$ cat src/rtl/bbpd_voter.sv
// Bang-bang phase detector vote accumulator: majority-votes Alexander early/late
// decisions over WIN UIs and emits one-cycle up/dn corrections plus an idle flag.
module bbpd_voter #(
  parameter int WIN      = 8,
  parameter int THRESH   = 0,
  parameter int IDLE_WIN = 4
) (
  input  logic clk,
  input  logic rst_n,
  input  logic en,
  input  logic data_in,
  input  logic edge_in,
  output logic up,
  output logic dn,
  output logic idle
);

  localparam int AW = $clog2(WIN) + 2;
  localparam int CW = $clog2(WIN);
  localparam int IW = $clog2(IDLE_WIN + 1);
  localparam logic signed [AW-1:0] TH_P = AW'(THRESH);
  localparam logic signed [AW-1:0] TH_N = AW'(-THRESH);
  localparam logic [CW-1:0]        LAST = CW'(WIN - 1);
  localparam logic [IW-1:0]        IMAX = IW'(IDLE_WIN);

  logic                 d_q;
  logic                 prime;
  logic                 tr;
  logic [CW-1:0]        wcnt;
  logic signed [AW-1:0] acc;
  logic [IW-1:0]        icnt;

  logic                 trans;
  logic                 closing;
  logic                 quiet;
  logic signed [AW-1:0] vote;
  logic signed [AW-1:0] net;
  logic [IW-1:0]        icnt_nxt;

  // Until prime is set the previous bit is stale, so the vote is discarded.
  always_comb begin
    trans    = prime && (d_q != data_in);
    vote     = '0;
    if (trans) vote = (edge_in == data_in) ? AW'(1) : '1;
    net      = acc + vote;
    closing  = en && (wcnt == LAST);
    quiet    = !(tr || trans);
    icnt_nxt = '0;
    if (quiet) icnt_nxt = (icnt == IMAX) ? icnt : icnt + IW'(1);
  end

  always_ff @(posedge clk or negedge rst_n) begin
    if (!rst_n) begin
      d_q   <= 1'b0;
      prime <= 1'b0;
      wcnt  <= '0;
      acc   <= '0;
      tr    <= 1'b0;
      icnt  <= '0;
      up    <= 1'b0;
      dn    <= 1'b0;
      idle  <= 1'b0;
    end else begin
      d_q <= data_in;
      up  <= 1'b0;
      dn  <= 1'b0;
      if (!en) begin
        // A close coinciding with en low is dropped; idle history survives.
        wcnt  <= '0;
        acc   <= '0;
        tr    <= 1'b0;
        prime <= 1'b0;
      end else begin
        prime <= 1'b1;
        if (closing) begin
          wcnt <= '0;
          acc  <= '0;
          tr   <= 1'b0;
          up   <= (net > TH_P);
          dn   <= (net < TH_N);
          icnt <= icnt_nxt;
          idle <= (icnt_nxt == IMAX);
        end else begin
          wcnt <= wcnt + CW'(1);
          acc  <= net;
          tr   <= tr | trans;
        end
      end
    end
  end

endmodule

$ cat config.mk
export PLATFORM = sky130hd
export DESIGN_NAME = bbpd_voter
export DESIGN_NICKNAME = d
export VERILOG_FILES = /design/src/rtl/bbpd_voter.sv
export SDC_FILE = /design/constraint.sdc
export NUM_CORES = 1
export LEC_CHECK = 0
export BUFFER_PORTS_ARGS = -buffer_cell sky130_fd_sc_hd__buf_2
export CAP_MARGIN = 5
export CELL_PAD_IN_SITES_DETAIL_PLACEMENT = 0
export CELL_PAD_IN_SITES_GLOBAL_PLACEMENT = 1
export CORE_MARGIN = 5
export CORE_UTILIZATION = 48
export CTS_CLUSTER_DIAMETER = 100
export CTS_CLUSTER_SIZE = 30
export DETAILED_ROUTE_END_ITERATION = 7
export PLACE_DENSITY = 0.83
export SETUP_SLACK_MARGIN = 0.02
export SLEW_MARGIN = 40
export SYNTH_ARGS = -nofsm -noshare
export SYNTH_HDL_FRONTEND = slang
export SYNTH_SLANG_ARGS = --single-unit
export TNS_END_PERCENT = 20
$ cat constraint.sdc
create_clock -name clk -period 3.5 [get_ports clk]
set_input_delay 0.7 -clock clk [delete_from_list [all_inputs] [get_ports clk]]
set_output_delay 0.7 -clock clk [all_outputs]
set_load 0.03 [all_outputs]
## Yosys cells after proc, flatten, opt, wreduce, memory -nomap -nowiden

Index checks and enable logic that the tools add are counted.

- Flip-flop bits (word level): 17
- Output and inout bits: 3
- Word-level logic and storage cells: 39

- $add $sub $neg: 3
- $lt $le $gt $ge: 2
- Eq/ne operators: 5
- Muxes and demuxes: 15
- Bitwise logic cells: 1
- Reduce and logical (&&, ||, !) cells: 4

Operator list:

| operator | count |
|---|---|
| 5-bit two-way mux | 4 |
| 3-bit two-way mux | 4 |
| 3-bit equality test, second input constant | 3 |
| 1-bit two-way mux | 7 |
| 3-bit by 1-bit adder with 3-bit output, second input constant | 2 |
| 5-bit adder | 1 |
| 5-bit by 1-bit greater-than comparator with 1-bit output, second input constant | 1 |
| 5-bit by 1-bit < comparator with 1-bit output, second input constant | 1 |
| 1-bit logical AND | 2 |
| 2-bit AND reduction | 1 |
| 1-bit equality test | 1 |
| 1-bit logical OR | 1 |
| 1-bit inequality test | 1 |
| 1-bit OR | 1 |

## Logic depth before layout (Yosys ltp)

- Depth after elaboration: 7
- Mapped depth: 8
- Mapped depth without buffers: 8

## Worst setup path before layout

No wires, ideal clock.

- Kind: input port to flip-flop
- From: in data_in
- To: reg up
- Library setup time: 0.096 ns
- Arrival: 2.079 ns
- Data required time: 3.404 ns
- Slack: 1.325 ns
- Cell stages on the path: 8
- Path buffers: 0
- Cells stage by stage: xor2_1 -> and2_1 -> ha_1 -> ha_1 -> nor4_1 -> mux2i_2 -> xnor2_1 -> a311oi_2

- Word-level cells in the longest chain between the ends: 7
- Elaborated cells on any way between the ends: 9

RTL lines:

| what | line | source |
|---|---|---|
| start, declared | 11 | `input logic data_in,` |
| 1-bit equality test / 1-bit inequality test (equally long branches) | 44, 42 |  |
| 5-bit two-way mux / 1-bit logical AND (equally long branches) | 44, 42 |  |
| 5-bit two-way mux * | 44 | `if (trans) vote = (edge_in == data_in) ? AW'(1) : '1;` |
| 5-bit adder * | 45 | `net = acc + vote;` |
| 5-bit by 1-bit greater-than comparator with 1-bit output * | 79 | `up <= (net > TH_P);` |
| 1-bit two-way mux * | 75 | `if (closing) begin` |
| 1-bit two-way mux * | 67 | `if (!en) begin` |
| end signal, assigned | 79 |  |
| end, declared | 13 | `output logic up,` |

Every way passes the cells marked *; elsewhere a longest branch is shown, timed or not.
A chain may end at the register's enable or synchronous reset.

## Worst setup path after layout

Same ends and word-level chain as after synthesis.

==> summary.txt <==
synth top area cells - dfrtp_1 (49%), ha_1 (8.7%), mux2i_1 (4.7%), nor2_1 (3.9%), and2_1 (3.6%)
CTS buffer count - 3
Clk pwr share - 0.253
Synth Warn # - 0
die area - 2740 um^2
most common cell in the synthesized netlist - dfrtp_1
total wire length - 1.37 mm
Levels on crit path - 9
Setup Buffers After CTS - 0
Slew Limit Fails - 0
CTS Sinks - 17
CTS resizes - 0
CP Launch Type - input pin
initial core utilization - 0.504
DRC - 0
Hold Crit Class - input pin to asynchronous set/reset pin
Tcrit/Tclk final - 0.620
detailed-route via count - 584
setup TNS - 0 ns
crit-path max cell delay - 0.26 ns
Rows - 15
Crit Path Class - input pin to flop
RSZ-0062 raised after global routing - false
Root Buffer - clkbuf_4
largest net degree at the start of global routing - 18
post-synth net total - 89
Setup Viol. Count Final - 0
Final ANT Viol Nets - 0
Slowest cell on crit path - nor4_1
Max VDD drop - 0.253 mV
Filler cells - 154
worst rel slew slack - 0.758
commonest cells in the netlist - dfrtp_1 (17), nor2_1 (9), ha_1 (6), nand2_1 (6), and2_1 (5)
Iter 0 DRT Violations - 9
HPWL Detailed - 1.03 mm
Worst R2R Start - d_q$_DFF_PN0_
Final Core Density - 0.558
Logic pwr share - 0.181
met1 Use GR - 0.155
Pwr Density - 408 nW/um^2
clk buf depth - 2
vias in the first global route - 587
worst path required time - 3.70 ns
Layout Cells excl Fill - 114
Flop pwr share - 0.566
overall power - 389 uW
Ant. Diodes - 0
crit-path cells - buf_2, xor2_1, and2_1, ha_1, ha_1, nor4_1, mux2i_2, xnor2_1, a311oi_2
Clock Latency Late Sink - 0.28 ns
htree depth - 1
switching share of power - 0.271
P&R area growth vs syn - 10.8%
status - completed
area fraction of the dominant cell type after synthesis - 0.494
share of layout cells above drive strength 1 - 0.157
Data arrival, critical path - 2.37 ns
ys async rst share - 1.00
maxcap violations - 0
total track usage - 0.124
dominant synthesized flop cell - dfrtp_1
Net Switching - 106 uW
IO Port Bufs - 7
met3 Use GR - 0.0513
syn_area_per_cell - 11.0 um^2
total gr overflow - 0
Synth cell types - 25
drt via density - 5.12
Period minus WS final - 2.17 ns
flops & latches, synth - 17
Top Usage Layer GRT - met2
routability-driven placement congestion ratio - 0.762
final hold violations - 0
Setup crit end kind - flop
Final #Nets - 101
Pint - 284 uW
Die W - 52.4 um
Post-synth EDFFs - 0
worst-margin pin slew - 0.363 ns
post-synth top area cell - dfrtp_1
fmax - 0.461 GHz
crit path launch - data_in
Boundary Pins - 8
Crit path max-delay family - simple AND/OR/NAND/NOR gates
routed len/inst - 12.0 um
Die Span Y - 52.4 um
worst clock skew - 0.00830 ns
first-pass GRT wire length - 2.50 mm
Pre-antenna DRT Iters - 4
crit-path max FO - 4
CORE AREA - 1710 um^2
most used cell, CP - ha_1
mapped cell area - 861 um^2
register area share after synthesis - 0.494
initial antenna violation count - 0
TritonCTS clock tree - done
met2 usage - 0.198
Buffers & Inverters on Critical Path - 1
Inst Count DP - 110
Worst-path clk slew - 0.09 ns
cells after synthesis - 78
P_leak - 0.000472 uW
Hold-fix buffers, CTS - 0
r2r worst-path depth - 8
==> stage by stage <==
step	setup slack, ns	hold WS (ns)	area, um^2
CTS	1.34	0.325	953
floorplan	1.32	0.404	861
finish	1.33	0.313	953
global route	1.26	0.327	953
global placement	1.09	0.425	927
detailed placement	1.05	0.429	927
==> power groups by stage <==
stage / registers (uW) / clock network (uW) / logic (uW)
finish: 220 / 98.4 / 70.6
global route: 222 / 115 / 80.8
CTS: 220 / 103 / 70.6
detailed placement: 224 / 0 / 69.6
global placement: 224 / 0 / 67.8
floorplan: 222 / 0 / 52.0
==> layout by cell type, fill, tap and decap left out, drive strengths merged, types with 2 or more instances in the layout <==
master | netlist | final
dfrtp | 17 | 17
nor2 | 9 | 9
buf | 0 | 7
nand2 | 6 | 6
ha | 6 | 6
and2 | 5 | 5
mux2i | 5 | 5
o21ai | 4 | 4
clkbuf | 0 | 4
xnor2 | 3 | 3
nand3 | 3 | 3
xor2 | 3 | 3
a31oi | 3 | 3
inv | 2 | 2
a21oi | 2 | 2
nor3b | 2 | 2
==> cell type report <==
class | instances | area [um^2] | share of cell area
well taps | 25 | 31.3 | 0.0328
repair buffers | 7 | 35.0 | 0.0367
clock buffers | 4 | 26.3 | 0.0276
multi-input cells | 59 | 428 | 0.449
flip-flops and latches | 17 | 425 | 0.446
inverters | 2 | 7.51 | 0.00787
==> routing by layer <==
metal  vias to the layer above  wire, um
met1                       276       631
met2                        12       643
met3                         2        83
met4                         0        11
met5                         -         0
li1                        294         -
==> flip-flops by register name (all words and copies together), names as in the netlist <==
register	flops
d_q	1
wcnt	3
tr	1
idle	1
prime	1
dn	1
acc	5
icnt	3
up	1
==> kinds of logic after synthesis <==
kind of cell,after synthesis,synth area share
adder cells (fa/ha/maj),6,0.0872
buffers and inverters,2,0.00872
AND/OR/NAND/NOR,31,0.189
XOR/XNOR,6,0.0611
multiplexers,5,0.0625
flip-flops,17,0.494
AO/OA/AOI/OAI,11,0.0974
==> path summary, 6_finish.rpt <==
| kind | to | slack (ns) |
|---|---|---|
| max | up$_DFF_PN0_ | 1.33 |
| min | d_q$_DFF_PN0_ | 0.31 |
| max reg2reg | up$_DFF_PN0_ | 1.44 |
| min reg2reg | wcnt[0]$_DFF_PN0_ | 0.45 |
| max in group asynchronous | acc[1]$_DFF_PN0_ | 2.91 |
| min in group clk | wcnt[0]$_DFF_PN0_ | 0.45 |
No activity file was read; power rests on OpenSTA's default activity.
